==> src/rtl/hidden_instr_sequencer.sv <==
// Program store and instruction sequencer for the HiddenCPU core.
// Loads a short program, then replays it to the core in free-run or single-step fashion.
module hidden_instr_sequencer #(
  parameter int DEPTH = 16,
  parameter int IW    = 6,
  parameter int AW    = $clog2(DEPTH)
) (
  input  logic          clk,
  input  logic          rst,
  input  logic [1:0]    mode,
  input  logic [IW-1:0] load_data,
  input  logic          load_valid,
  output logic          load_ready,
  input  logic          jump_valid,
  input  logic [AW-1:0] jump_target,
  output logic [IW-1:0] instr,
  output logic          instr_valid,
  output logic [1:0]    state,
  output logic [AW:0]   prog_len,
  output logic          done,
  output logic          err
);

  // IDLE: waiting for a command | LOAD: filling the store | RUN: free run | HALT: ended, outputs held
  typedef enum logic [1:0] {IDLE = 2'b00, LOAD = 2'b01, RUN = 2'b10, HALT = 2'b11} seqState_t;

  localparam logic [1:0]  MODE_IDLE = 2'b00;
  localparam logic [1:0]  MODE_LOAD = 2'b01;
  localparam logic [1:0]  MODE_RUN  = 2'b10;
  localparam logic [1:0]  MODE_STEP = 2'b11;
  localparam logic [AW:0] DEPTH_W   = (AW+1)'(DEPTH);
  localparam logic [AW:0] ONE_W     = (AW+1)'(1);

  logic [IW-1:0] mem [DEPTH];

  seqState_t     curState, nxtState;
  logic [AW:0]   wPtr, wPtrNxt, fPtr, fPtrNxt, progLenNxt;
  logic [AW:0]   stepIdx, stepIdxInc, jumpIdx;
  logic [IW-1:0] instrNxt;
  logic          validNxt, doneNxt, errNxt, stepArmed, armedNxt, wrEn;

  assign state      = curState;
  assign load_ready = (curState == LOAD) && (wPtr < DEPTH_W);
  assign wrEn       = load_valid && load_ready;
  assign jumpIdx    = {1'b0, jump_target};
  // After an abort or a finished run fPtr may sit at prog_len; stepping then restarts at 0.
  assign stepIdx    = (fPtr < prog_len) ? fPtr : '0;
  assign stepIdxInc = stepIdx + ONE_W;

  always_ff @(posedge clk) begin
    if (wrEn) mem[wPtr[AW-1:0]] <= load_data;
  end

  always_ff @(posedge clk or posedge rst) begin
    if (rst) begin
      curState    <= IDLE;
      wPtr        <= '0;
      fPtr        <= '0;
      prog_len    <= '0;
      instr       <= '0;
      instr_valid <= 1'b0;
      done        <= 1'b0;
      err         <= 1'b0;
      stepArmed   <= 1'b1;
    end else begin
      curState    <= nxtState;
      wPtr        <= wPtrNxt;
      fPtr        <= fPtrNxt;
      prog_len    <= progLenNxt;
      instr       <= instrNxt;
      instr_valid <= validNxt;
      done        <= doneNxt;
      err         <= errNxt;
      stepArmed   <= armedNxt;
    end
  end

  always_comb begin
    nxtState   = curState;
    wPtrNxt    = wPtr;
    fPtrNxt    = fPtr;
    progLenNxt = prog_len;
    instrNxt   = instr;
    validNxt   = 1'b0;
    doneNxt    = done;
    errNxt     = err;
    armedNxt   = (mode != MODE_STEP) ? 1'b1 : stepArmed;
    unique case (curState)
      IDLE: begin
        if (mode == MODE_LOAD) begin
          nxtState = LOAD;
          wPtrNxt  = '0;
        end else if (mode == MODE_RUN && prog_len != '0) begin
          nxtState = RUN;
          instrNxt = mem[0];
          validNxt = 1'b1;
          fPtrNxt  = ONE_W;
          doneNxt  = 1'b0;
          errNxt   = 1'b0;
        end else if (mode == MODE_STEP && stepArmed && prog_len != '0) begin
          instrNxt = mem[stepIdx[AW-1:0]];
          validNxt = 1'b1;
          armedNxt = 1'b0;
          fPtrNxt  = (stepIdxInc == prog_len) ? '0 : stepIdxInc;
        end
      end
      LOAD: begin
        if (wrEn) wPtrNxt = wPtr + ONE_W;
        if (mode != MODE_LOAD) begin
          progLenNxt = wPtr;
          fPtrNxt    = '0;
          nxtState   = IDLE;
        end
      end
      RUN: begin
        if (mode == MODE_IDLE) begin
          nxtState = IDLE;
        end else if (jump_valid && jumpIdx < prog_len) begin
          instrNxt = mem[jump_target];
          validNxt = 1'b1;
          fPtrNxt  = jumpIdx + ONE_W;
        end else if (jump_valid) begin
          nxtState = HALT;
          errNxt   = 1'b1;
        end else if (fPtr == prog_len) begin
          nxtState = HALT;
          doneNxt  = 1'b1;
        end else begin
          instrNxt = mem[fPtr[AW-1:0]];
          validNxt = 1'b1;
          fPtrNxt  = fPtr + ONE_W;
        end
      end
      HALT: begin
        if (mode == MODE_IDLE) nxtState = IDLE;
      end
      default: nxtState = IDLE;
    endcase
  end

endmodule

==> config.mk <==
export PLATFORM = sky130hd
export DESIGN_NAME = hidden_instr_sequencer
export DESIGN_NICKNAME = d
export VERILOG_FILES = /design/src/rtl/hidden_instr_sequencer.sv
export SDC_FILE = /design/constraint.sdc
export NUM_CORES = 1
export LEC_CHECK = 0
export BUFFER_PORTS_ARGS = -buffer_cell sky130_fd_sc_hd__buf_2
export CORE_MARGIN = 2
export CORE_UTILIZATION = 40
export CTS_BUF_LIST = sky130_fd_sc_hd__clkbuf_8
export CTS_CLUSTER_DIAMETER = 80
export DETAILED_ROUTE_END_ITERATION = 10
export PLACE_DENSITY = 0.55
export SETUP_SLACK_MARGIN = 0.3
export SLEW_MARGIN = 20
export SYNTH_ARGS = -nofsm -noshare
export SYNTH_HDL_FRONTEND = slang
export SYNTH_SLANG_ARGS = --single-unit
==> constraint.sdc <==
create_clock -name clk -period 7.6 [get_ports clk]
set_input_delay 0.38 -clock clk [delete_from_list [all_inputs] [get_ports clk]]
set_output_delay 0.38 -clock clk [all_outputs]
set_load 0.05 [all_outputs]
==> impl_metrics.env <==
export IMPL_status="completed"
export IMPL_hold_path_class="input port to register"
export IMPL_relSlewSlack_pct=33.8
export IMPL_fmax_mhz=248
export IMPL_timing_hold_ws_ns=0.205
export IMPL_critPathMaxStageDelay_ns=0.60
export IMPL_cts_root_buf="clkbuf_8"
export IMPL_worstHoldStart="mode[1]"
export IMPL_instances_no_fill=829
export IMPL_final_util_pct=44.6
export IMPL_synth_top_cell_by_area="edfxtp_1"
export IMPL_initialDrtViolationCount=660
export IMPL_routedWlPerCell_um=24.1
export IMPL_path_cells="buf_4 -> inv_1 -> ha_1 -> o221a_2 -> and2_1 -> ha_1 -> xor2_1 -> nor3_1 -> a31oi_1 -> a211oi_1 -> o21ai_0 -> a211oi_1 -> nor3_1"
export IMPL_finalCritPeriodShare_pct=53.1
export IMPL_arrival_ns=4.36
export IMPL_die_w_um=140
export IMPL_detailed_place_hpwl_mm=13.8
export IMPL_finalInstanceArea_um2=8030
export IMPL_synth_fp_nets=596
export IMPL_synth_area_top_cells="edfxtp_1 (39%), mux4_2 (12%), dfrtp_1 (8.8%)"
export IMPL_synth_edf_count=96
export IMPL_areaGrowthSynthToFinish_pct=9.22
export IMPL_placed_area_um2=7650
export IMPL_synth_avg_cell_area_um2=13.1
export IMPL_maxCapViolations=0
export IMPL_grt_pass1_wl_mm=31.0
export IMPL_synth_top_flop_cell="edfxtp_1"
export IMPL_setup_ws_ns=3.56
export IMPL_final_cell_mix="edfxtp_1 (96), nand2_1 (41), nor2_1 (41), mux4_2 (40), buf_2 (32)"
export IMPL_layout_commonest_cell="edfxtp_1"
export IMPL_drt_pass1_iter_count=5
export IMPL_tns_ns=0
export IMPL_routed_wirelength_mm=20.0
export IMPL_min_period_ns=4.04
export IMPL_netlist_area_um2=7350
export IMPL_clock_path_buffers=2
export IMPL_holdPathStages=2
export IMPL_grt_max_degree=53
export IMPL_cp_slowest_cell="buf_4"
export IMPL_ys_seq_area_share_pct=48.4
export IMPL_clock_latency_ns=0.44
export IMPL_p_per_area_nw_per_um2=331
export IMPL_tritoncts_num_sinks=123
export IMPL_start_util_pct=40.8
export IMPL_h_tree_depth=4
export IMPL_hold_viol_final=0
export IMPL_core_rowCount=49
export IMPL_slew_violations=0
export IMPL_ys_types=67
export IMPL_start_kind="register"
export IMPL_grt_pass1_vias=5173
export IMPL_die_area_um2=19500
export IMPL_vias=5188
export IMPL_clk_pin_slew_ns=0.08
export IMPL_drive_above_1_share_pct=21.5
export IMPL_cts_tree="done"
export IMPL_die_h_um=140
export IMPL_rsz0062_at_grt="no"
export IMPL_core_um2=18000
export IMPL_critPathTopFamily="compound AO/OA/AOI/OAI gates"
export IMPL_clock_skew_ns=0.0142
export IMPL_n_fill_cell=1612
export IMPL_synth_cells=562
export IMPL_nets=621
export IMPL_antenna_cells=0
export IMPL_setup_viol_count_final=0
export IMPL_leakage_nw=2.88
export IMPL_io_buffers=32
export IMPL_pin_count=33
export IMPL_grt_usage_pct=21.1
export IMPL_dp_slack_ns=3.59
export IMPL_place_gp_congestion=0.854
export IMPL_antenna_found_initial=0
export IMPL_reg2reg_from="fPtr[0]"
export IMPL_cts_buffers=17
export IMPL_end_kind="register"
export IMPL_dp_cells=796
export IMPL_hold_end="stepArmed"
export IMPL_cp_num_buf_inv=2
export IMPL_worstPathRequired_ns=7.92
export IMPL_rr_worst_depth=13
export IMPL_viasPerCell=6.26
export IMPL_antenna_left=0
export IMPL_synth_top_area_share_pct=39.2
export IMPL_p_total_mw=2.66
export IMPL_drc=0
export IMPL_r2r_end="fPtr[0]"
export IMPL_crit_type="register to register"
export IMPL_tightest_slew_ns=0.983
export IMPL_ys_ff_latch=123
export IMPL_ys_warn_count=0
export IMPL_postSynth_asyncResetShare_pct=22.0
export IMPL_ir_worst_vdd_v=0.000348
export IMPL_rrSetupSlack_ns=3.56
export IMPL_overflow=0
export IMPL_crit_fanout=52
worst reg2reg max path, delay by kind of cell (launching register included):
family | cells | cell delay [ns]
adder cells (fa/ha/maj) | 2 | 0.57
AND/OR/NAND/NOR | 3 | 0.48
XOR/XNOR | 1 | 0.16
AO/OA/AOI/OAI | 5 | 1.44
buffers and inverters | 2 | 0.94
flip-flops | 1 | 0.34
cell families (layout without fill, tap and decap cells):
logic type	Yosys count	in the layout	share of synthesized area (%)
muxes	75	75	21.5
and+or+nand+nor	157	157	10.6
adders and majority gates	18	18	3.06
AOI/OAI and AO/OA	121	121	11.2
DFF	123	123	48.4
xor gates and xnor gates	9	9	1.07
buffers and inverters	59	97	4.17
per-layer routing:
| metal | up-vias | share of wire (%) | GRT usage, % |
|---|---|---|---|
| li1 | 2313 | - | - |
| met1 | 2608 | 44 | 29.0 |
| met2 | 224 | 47 | 33.0 |
| met3 | 43 | 6.3 | 4.85 |
| met4 | 0 | 3.1 | 7.68 |
| met5 | - | 0 | 0 |
where the power goes:
group          leakage, nW  total (mW)  switching, mW  internal, mW
registers             1.22       0.828         0.0540         0.774
clock network        0.183       0.551          0.288         0.263
logic                 1.48        1.28          0.800         0.477
total                 2.88        2.66           1.14          1.51
sequential cells by signal, summed over array words and instances, names as in the netlist, 2 cells and up:
| signal | cells |
|---|---|
| mem | 96 |
| fPtr | 5 |
| state | 2 |
| instr | 6 |
| prog_len | 5 |
| wPtr | 5 |
layout make-up:
class                      instances  area, um2  area share [%]
timing repair buffer              41        230            2.87
multi-input combinational        380       3490            43.4
sequential                       123       3560            44.3
clock buffer                      17        234            2.91
tap                              229        287            3.57
clock inverter                    15        141            1.76
inverter                          24       90.1            1.12
cells in the mapped netlist (5+ instances only):
library cell	n
nor3_1	11
nand3_1	16
nor2_1	41
a31oi_1	9
nand2b_1	10
edfxtp_1	96
o21ai_0	23
buf_4	5
nand2_1	41
clkbuf_1	15
nand4_1	9
buf_2	9
nor2b_1	7
mux4_1	20
mux4_2	40
ha_1	18
a21oi_1	27
dfrtp_1	26
o211ai_1	5
a211oi_1	9
xnor2_1	5
mux2i_1	11
o22ai_1	7
inv_1	23
repair_timing:
item,4_1_cts,5_1_grt
setup buffers,0,0
endpoints found under the hold margin,22,0
hold buffers,1,0
gates resized for setup,0,0
worst max path at each step:
stage / from / cells past startpoint / to / slack [ns]
finish: fPtr[0] / 13 / fPtr[0] / 3.56
global placement: fPtr[0] / 13 / fPtr[2] / 3.73
floorplan: prog_len[4] / 15 / fPtr[2] / 3.90
detailed placement: fPtr[0] / 13 / fPtr[2] / 3.59
CTS: fPtr[0] / 13 / fPtr[2] / 3.60
global route: fPtr[0] / 13 / fPtr[2] / 3.29
(Power assumes the default switching activity.)
